===== src/rtl/vga_timing_gen.sv =====
// VGA raster generator: column/row counters, sync and blanking decode,
// line/frame start pulses, and blanked, registered RGB aligned with sync.
module vga_timing_gen #(
    parameter int unsigned VIDEO_WIDTH      = 4,
    parameter int unsigned TOTAL_COLS       = 800,
    parameter int unsigned TOTAL_ROWS       = 525,
    parameter int unsigned ACTIVE_COLS      = 640,
    parameter int unsigned ACTIVE_ROWS      = 480,
    parameter int unsigned FRONT_PORCH_HORZ = 18,
    parameter int unsigned BACK_PORCH_HORZ  = 50,
    parameter int unsigned FRONT_PORCH_VERT = 10,
    parameter int unsigned BACK_PORCH_VERT  = 33
) (
    input  logic                   i_Clk,
    input  logic                   i_Reset,
    input  logic                   i_Enable,
    input  logic [VIDEO_WIDTH-1:0] i_Red_Video,
    input  logic [VIDEO_WIDTH-1:0] i_Grn_Video,
    input  logic [VIDEO_WIDTH-1:0] i_Blu_Video,
    output logic [9:0]             o_Req_Col,
    output logic [9:0]             o_Req_Row,
    output logic [9:0]             o_Col_Count,
    output logic [9:0]             o_Row_Count,
    output logic                   o_HSync,
    output logic                   o_VSync,
    output logic                   o_Active,
    output logic                   o_Line_Start,
    output logic                   o_Frame_Start,
    output logic [VIDEO_WIDTH-1:0] o_Red_Video,
    output logic [VIDEO_WIDTH-1:0] o_Grn_Video,
    output logic [VIDEO_WIDTH-1:0] o_Blu_Video
);

    localparam logic [9:0] COL_LAST     = 10'(TOTAL_COLS - 1);
    localparam logic [9:0] ROW_LAST     = 10'(TOTAL_ROWS - 1);
    localparam logic [9:0] H_ACTIVE     = 10'(ACTIVE_COLS);
    localparam logic [9:0] V_ACTIVE     = 10'(ACTIVE_ROWS);
    localparam logic [9:0] H_SYNC_FIRST = 10'(ACTIVE_COLS + FRONT_PORCH_HORZ);
    localparam logic [9:0] H_SYNC_LAST  = 10'(TOTAL_COLS - BACK_PORCH_HORZ - 1);
    localparam logic [9:0] V_SYNC_FIRST = 10'(ACTIVE_ROWS + FRONT_PORCH_VERT);
    localparam logic [9:0] V_SYNC_LAST  = 10'(TOTAL_ROWS - BACK_PORCH_VERT - 1);

    logic [9:0] col_count;
    logic [9:0] row_count;
    logic       col_wrap;
    logic       row_wrap;
    logic       pix_active;
    logic       pix_hsync_n;
    logic       pix_vsync_n;

    // Decode the current counter position into blanking and sync levels
    always_comb begin
        col_wrap    = (col_count == COL_LAST);
        row_wrap    = (row_count == ROW_LAST);
        pix_active  = (col_count < H_ACTIVE) && (row_count < V_ACTIVE);
        pix_hsync_n = !((col_count >= H_SYNC_FIRST) && (col_count <= H_SYNC_LAST));
        pix_vsync_n = !((row_count >= V_SYNC_FIRST) && (row_count <= V_SYNC_LAST));
    end

    // Raster counters: column wraps each line, row advances on column wrap
    always_ff @(posedge i_Clk) begin
        if (i_Reset) begin
            col_count <= '0;
            row_count <= '0;
        end else if (i_Enable) begin
            if (col_wrap) begin
                col_count <= '0;
                row_count <= row_wrap ? '0 : row_count + 10'd1;
            end else begin
                col_count <= col_count + 10'd1;
            end
        end
    end

    // Register the decode of the current pixel; pulses drop on any following edge
    always_ff @(posedge i_Clk) begin
        if (i_Reset) begin
            o_Col_Count   <= '0;
            o_Row_Count   <= '0;
            o_HSync       <= 1'b1;
            o_VSync       <= 1'b1;
            o_Active      <= 1'b0;
            o_Line_Start  <= 1'b0;
            o_Frame_Start <= 1'b0;
            o_Red_Video   <= '0;
            o_Grn_Video   <= '0;
            o_Blu_Video   <= '0;
        end else begin
            o_Line_Start  <= 1'b0;
            o_Frame_Start <= 1'b0;
            if (i_Enable) begin
                o_Col_Count   <= col_count;
                o_Row_Count   <= row_count;
                o_HSync       <= pix_hsync_n;
                o_VSync       <= pix_vsync_n;
                o_Active      <= pix_active;
                o_Line_Start  <= (col_count == '0);
                o_Frame_Start <= (col_count == '0) && (row_count == '0);
                o_Red_Video   <= pix_active ? i_Red_Video : '0;
                o_Grn_Video   <= pix_active ? i_Grn_Video : '0;
                o_Blu_Video   <= pix_active ? i_Blu_Video : '0;
            end
        end
    end

    assign o_Req_Col = col_count;
    assign o_Req_Row = row_count;

endmodule

===== config.mk =====
export PLATFORM = sky130hd
export DESIGN_NAME = vga_timing_gen
export DESIGN_NICKNAME = d
export VERILOG_FILES = /design/src/rtl/vga_timing_gen.sv
export SDC_FILE = /design/constraint.sdc
export NUM_CORES = 1
export LEC_CHECK = 0
export CAP_MARGIN = 20
export CORE_ASPECT_RATIO = 2
export CORE_MARGIN = 2
export CORE_UTILIZATION = 46
export CTS_CLUSTER_SIZE = 30
export DETAILED_ROUTE_END_ITERATION = 10
export PLACE_DENSITY = 0.78
export SETUP_SLACK_MARGIN = 0.2
export SLEW_MARGIN = 15
export SYNTH_ARGS = -nofsm -noshare
export SYNTH_HDL_FRONTEND = slang
export SYNTH_SLANG_ARGS = --single-unit

===== constraint.sdc =====
create_clock -name i_Clk -period 2.6 [get_ports i_Clk]
set_input_delay 0.52 -clock i_Clk [delete_from_list [all_inputs] [get_ports i_Clk]]
set_output_delay 0.52 -clock i_Clk [all_outputs]
set_load 0.01 [all_outputs]

=== Word level (Yosys, flattened, before mapping) ===
Cells that the tools add are included.

* Bits in registers: 57
* Input bits: 15
* Output and inout port bits: 57
* Word-level logic and storage cells: 38

* $add $sub $neg: 2
* $lt $le $gt $ge: 6
* Equal/unequal tests: 2
* Mux-type cells: 5
* Bitwise operators: 1
* Reductions and logical operators: 10

{| class="wikitable"
|+ Operator list
! kind !! number
|-
| adder 10 x 1 -> 10 bit (second input constant) || 2
|-
| == test 10 bit (second input constant) || 2
|-
| logical NOT 10 bit || 2
|-
| two-way mux 10 bit || 2
|-
| two-way mux 4 bit || 3
|-
| >= comparator 10 bit (second input constant) || 1
|-
| >= comparator 10 x 9 -> 1 bit (second input constant) || 1
|-
| <= comparator 10 bit (second input constant) || 1
|-
| <= comparator 10 x 9 -> 1 bit (second input constant) || 1
|-
| less-than comparator 10 bit (second input constant) || 1
|-
| less-than comparator 10 x 9 -> 1 bit (second input constant) || 1
|-
| logical AND 1 bit || 4
|-
| logical NOT 1 bit || 2
|-
| AND reduction 2 bit || 1
|-
| OR reduction 2 bit || 1
|-
| NOT 1 bit || 1
|}

=== Longest topological paths before layout ===
* Word-level depth: 3
* Depth in mapped cells: 6
* Depth with buffers taken out: 6

=== Worst setup path before layout ===
Ideal clock, no wire load.

* Path kind: reg2reg
* Start point: register col_count[6], in the netlist o_Req_Col[6]
* End point: register row_count[6], in the netlist o_Req_Row[6]
* Library setup time: 0.073 ns
* Arrival: 1.850 ns
* Data required time: 2.527 ns
* Slack: 0.677 ns
* Cell stages (with the launch flop): 6
* Buffers on the path: 1
* Clock period less this slack: 1.923 ns
* Path through: dfxtp_1 buf_6 or3_4 or4_4 or3_1 a21oi_1

* Longest elaborated chain between the ends: 2

{| class="wikitable"
|+ Ends and longest elaborated chain
! item !! RTL line !! RTL
|-
| start, declared || 43 || <nowiki>logic [9:0] col_count;</nowiki>
|-
| start signal, assigned || 70 || <nowiki>col_count <= col_count + 10'd1;</nowiki>
|-
| == test 10 bit || 53 || <nowiki>col_wrap = (col_count == COL_LAST);</nowiki>
|-
| AND reduction 2 bit (no line) || -- ||
|-
| end signal, assigned || 68 || <nowiki>row_count <= row_wrap ? '0 : row_count + 10'd1;</nowiki>
|-
| end, declared || 44 || <nowiki>logic [9:0] row_count;</nowiki>
|}

No other way between the ends.
A chain may end at the register's enable or synchronous reset.

=== Worst setup path in the final report ===
* Start point: register col_count[1], in the netlist o_Req_Col[1]
* End point: register row_count[7], in the netlist o_Req_Row[7]

Same word-level chain as after synthesis.

==> parameters.txt <==
Parameter                              Value

Clock tree
  Count of H-tree levels built during CTS ... 3
  Clock tree from TritonCTS ... done
  Maximum buffer depth of the clock tree ... 2
  # clock sinks ... 57
  Hold-fix buffer count after cts ... 0
  Inserted Clock Buffers ... 9
  Clock-pin slew reported for the worst setup and hold paths after clock tree synthesis ... 0.07 ns
  Number of gates resized after cts ... 0
  Latest clock arrival within the worst-skew pair ... 0.34 ns
  Total setup buffers inserted after CTS ... 0
  Root buffer selected by CTS ... clkbuf_8

Synthesis
  Yosys top cell area share ... 47.8%
  Async SR Flop Fraction ... 0%
  Avg Cell Area, Syn ... 9.10 sq um
  Post-Syn Nets ... 282
  Syn Inst Count ... roughly 260
  Most common library cells after synthesis ... dfxtp_1, nor2_1, mux2i_1
  Register bit count reported by yosys ... between 50 and 60
  Most common flop cell mapped by yosys ... dfxtp_1
  Number of distinct library cells after synthesis ... 39
  Warning count from the yosys run ... 0
  Main area contributors after synthesis ... dfxtp_1, mux2i_1, nor2_1
  Cell accounting for the most synthesized area ... dfxtp_1
  Most frequent cell after synthesis ... dfxtp_1
  Seq/Total Area, Yosys ... 47.8%
  Cell area after technology mapping ... 2380 sq um
  Count of flip-flops with a built-in enable after synthesis ... 0

Critical path
  Worst R2R Setup Slack ... 0.46 ns
  Critical Path Max Stage Delay ... 0.58 ns
  Kind of capture point of the worst setup path ... flop
  Type of element launching the critical path ... flop
  Buffer and inverter count on the worst path ... 0
  Arrival time at the worst endpoint ... ~2.4 ns
  Largest fanout on the critical path ... 11
  Endpoint of the most critical register-to-register path ... o_Req_Row[7]
  RR Startpoint ... o_Req_Col[1]
  Crit path required time ... roughly 2.9 ns
  Highest-delay cell along the critical path ... or4_1
  Cell-by-cell listing of the critical path ... ha_1 > and3_1 > nand3_1 > or4_1 > a21oi_1
  Number of cells on the critical path ... 5
  Critical path class ... flop to flop
  Count of cells along the worst register-to-register path ... 5
  Crit path launch ... o_Req_Col[1]
  Critical path endpoint ... o_Req_Row[7]
  Top cell family by delay on the critical path ... simple AND/OR/NAND/NOR gates

Global routing
  Maximum number of pins on one net before global-route repair ... 25
  Initial antenna violation count ... 0
  Wire length of the first global-routing pass ... slightly below 10 mm
  Number of global-route vias before repair ... 2,017
  GRT Overall Usage ... 23.7%
  Grt total ovfl ... 0

Floorplanning
  I/O pin total ... 72
  Full die area ... roughly 5800 sq um
  Initial Util ... 46.8%
  Std-Cell Core Area ... approximately 5100 sq um
  Die extent in y ... 106 um
  Number of cell rows ... 37
  Die Wd ... between 50 and 60 um

STA
  Tightest slew margin relative to the limit ... 64.6%
  Unrepaired setup endpoints after global routing ... no
  Clock tree skew after final layout ... 0.00809 ns
  Actual slew at the worst max-slew pin ... 0.526 ns
  Time the worst path needs with I/O delays and setup ... 2.14 ns
  Ratio of final minimum period to clock period ... slightly above 80%
  Hold Fails Final Rpt ... 0
  Final TNS setup ... 0 ns
  Number of slew-limit violations in the final report ... 0
  Count of final setup violators ... 0
  Highest attainable clock frequency ... 468 MHz

Place
  Half-perimeter wire length after detailed placement ... 4.52 mm
  GPL Wtd Cong ... 0.878
  Cell Count Post-Placement ... 380
  I/O Buffers ... 71

Run status
  Result of the run ... completed

Cells and area
  Relative area change from synthesis to final layout ... 41.1%
  Layout fillers ... 434
  Number of antenna repair diodes ... 0
  Fin nets ... roughly 350
  Fraction of final layout cells sized beyond drive strength 1 ... 7.99%
  Final std cells w/o fill ... 396

Routing
  Detailed route wirelength on metal2 ... 3.33 mm
  Total routed wire length on the met1 layer ... approximately 2.4 mm
  Uppermost layer routed ... met4
  Iteration-0 DRC count of the detailed router ... 61
  Average via count per standard cell ... 5.55
  Drt drc ... 0
  Detail Route Antenna Nets ... 0
  Met3 Routed Length ... 287 um
  Per-cell routed wire length ... 15.9 um
  DR vias ... 2,198
  Length of the first detailed-routing pass in iterations ... 5
  Total wirelength of the detailed-routed design ... between 6 and 7 mm

Power
  Pwr dens ... 590 nW/um^2
  Peak supply drop ... 0.547 mV
  P_leak ... 0.00127 uW

Worst hold path
  Kind of path behind the tightest hold check ... flop to flop

Flow run
  Number of maximum-capacitance violations ... 0
[state kept, by name, indices dropped and copies added (netlist names)]
register,count
o_Req_Row,10
o_Req_Col,10
o_Col_Count,10
o_Active,1
o_Frame_Start,1
o_VSync,1
o_Grn_Video,4
o_Row_Count,10
o_HSync,1
o_Red_Video,4
o_Blu_Video,4
o_Line_Start,1
[per-stage QoR]
step	hold slack, ns	total power [uW]	setup slack (ns)	utilization, %	instance area [sq um]
after detailed placement	0.483	1060	0.228	61.6	3140
after floorplan	0.510	987	0.677	-	2380
after global routing	0.516	2050	0.335	66.1	3370
after global placement	0.473	1060	0.268	61.6	3140
final	0.495	1980	0.463	66.1	3370
after CTS	0.501	2000	0.503	66.1	3370
[worst min-delay path by stage]
stage / start / to / slack [ns] / cells after the start
global route: o_Row_Count[6] / o_Row_Count[6] / 0.52 / 2
detailed placement: o_Col_Count[7] / o_Col_Count[7] / 0.48 / 2
CTS: o_Row_Count[6] / o_Row_Count[6] / 0.50 / 2
floorplan: o_VSync / o_VSync / 0.51 / 2
finish: o_Row_Count[6] / o_Row_Count[6] / 0.50 / 2
global placement: o_Col_Count[9] / o_Col_Count[9] / 0.47 / 2
[layout by cell type (no fill, tap or decap), types with 7 or more instances in the layout]
| cell type | synthesis | final |
|---|---|---|
| nor2_1 | 46 | 46 |
| dfxtp_1 | 57 | 57 |
| clkbuf_8 | 0 | 11 |
| o21ai_0 | 10 | 10 |
| nand2_1 | 9 | 9 |
| mux2i_1 | 21 | 21 |
| a21oi_1 | 9 | 9 |
| nand4_1 | 8 | 8 |
| clkdlybuf4s50_1 | 0 | 71 |
| a22oi_1 | 12 | 12 |
| nand3_1 | 12 | 12 |
| inv_1 | 7 | 7 |
[metal layers]
metal	up-vias	global-route usage, %
met5	-	0
met4	0	15.7
met3	20	5.38
met2	67	38.9
met1	1044	25.2
li1	1067	-
[worst reg2reg max path: stages, from the launching register on]
cell	delay, ns
dfxtp_1	0.49
ha_1	0.33
and3_1	0.23
nand3_1	0.28
or4_1	0.59
a21oi_1	0.15
[layout make-up]
type / instances / area, sq um / area share, %
Multi-Input combinational cell: 181 / 1140 / 33.9
Clock inverter: 5 / 77.6 / 2.30
Timing Repair Buffer: 77 / 756 / 22.5
Clock buffer: 11 / 151 / 4.50
Inverter: 7 / 26.3 / 0.781
Tap cell: 58 / 72.6 / 2.16
Sequential cell: 57 / 1140 / 33.9
[power by group]
part / leakage [uW] / switching (uW) / internal [uW]
Combinational: 0.000694 / 66.7 / 75.0
Sequential: 0.000463 / 11.5 / 890
Clock: 0.000115 / 353 / 588
Total: 0.00127 / 431 / 1550
[kinds of logic (layout without fill, tap and decap cells)]
| kind of cell | Yosys count | after routing | share of synthesized area, % |
|---|---|---|---|
| xor+xnor | 8 | 8 | 2.94 |
| fa+ha+maj | 5 | 5 | 2.62 |
| simple gates | 104 | 104 | 21.7 |
| mux | 21 | 21 | 8.81 |
| flops | 57 | 57 | 47.8 |
| compound gates | 43 | 43 | 11.8 |
| buf+inv | 24 | 100 | 4.30 |
Note: power is estimated with default switching activity, not from simulation.
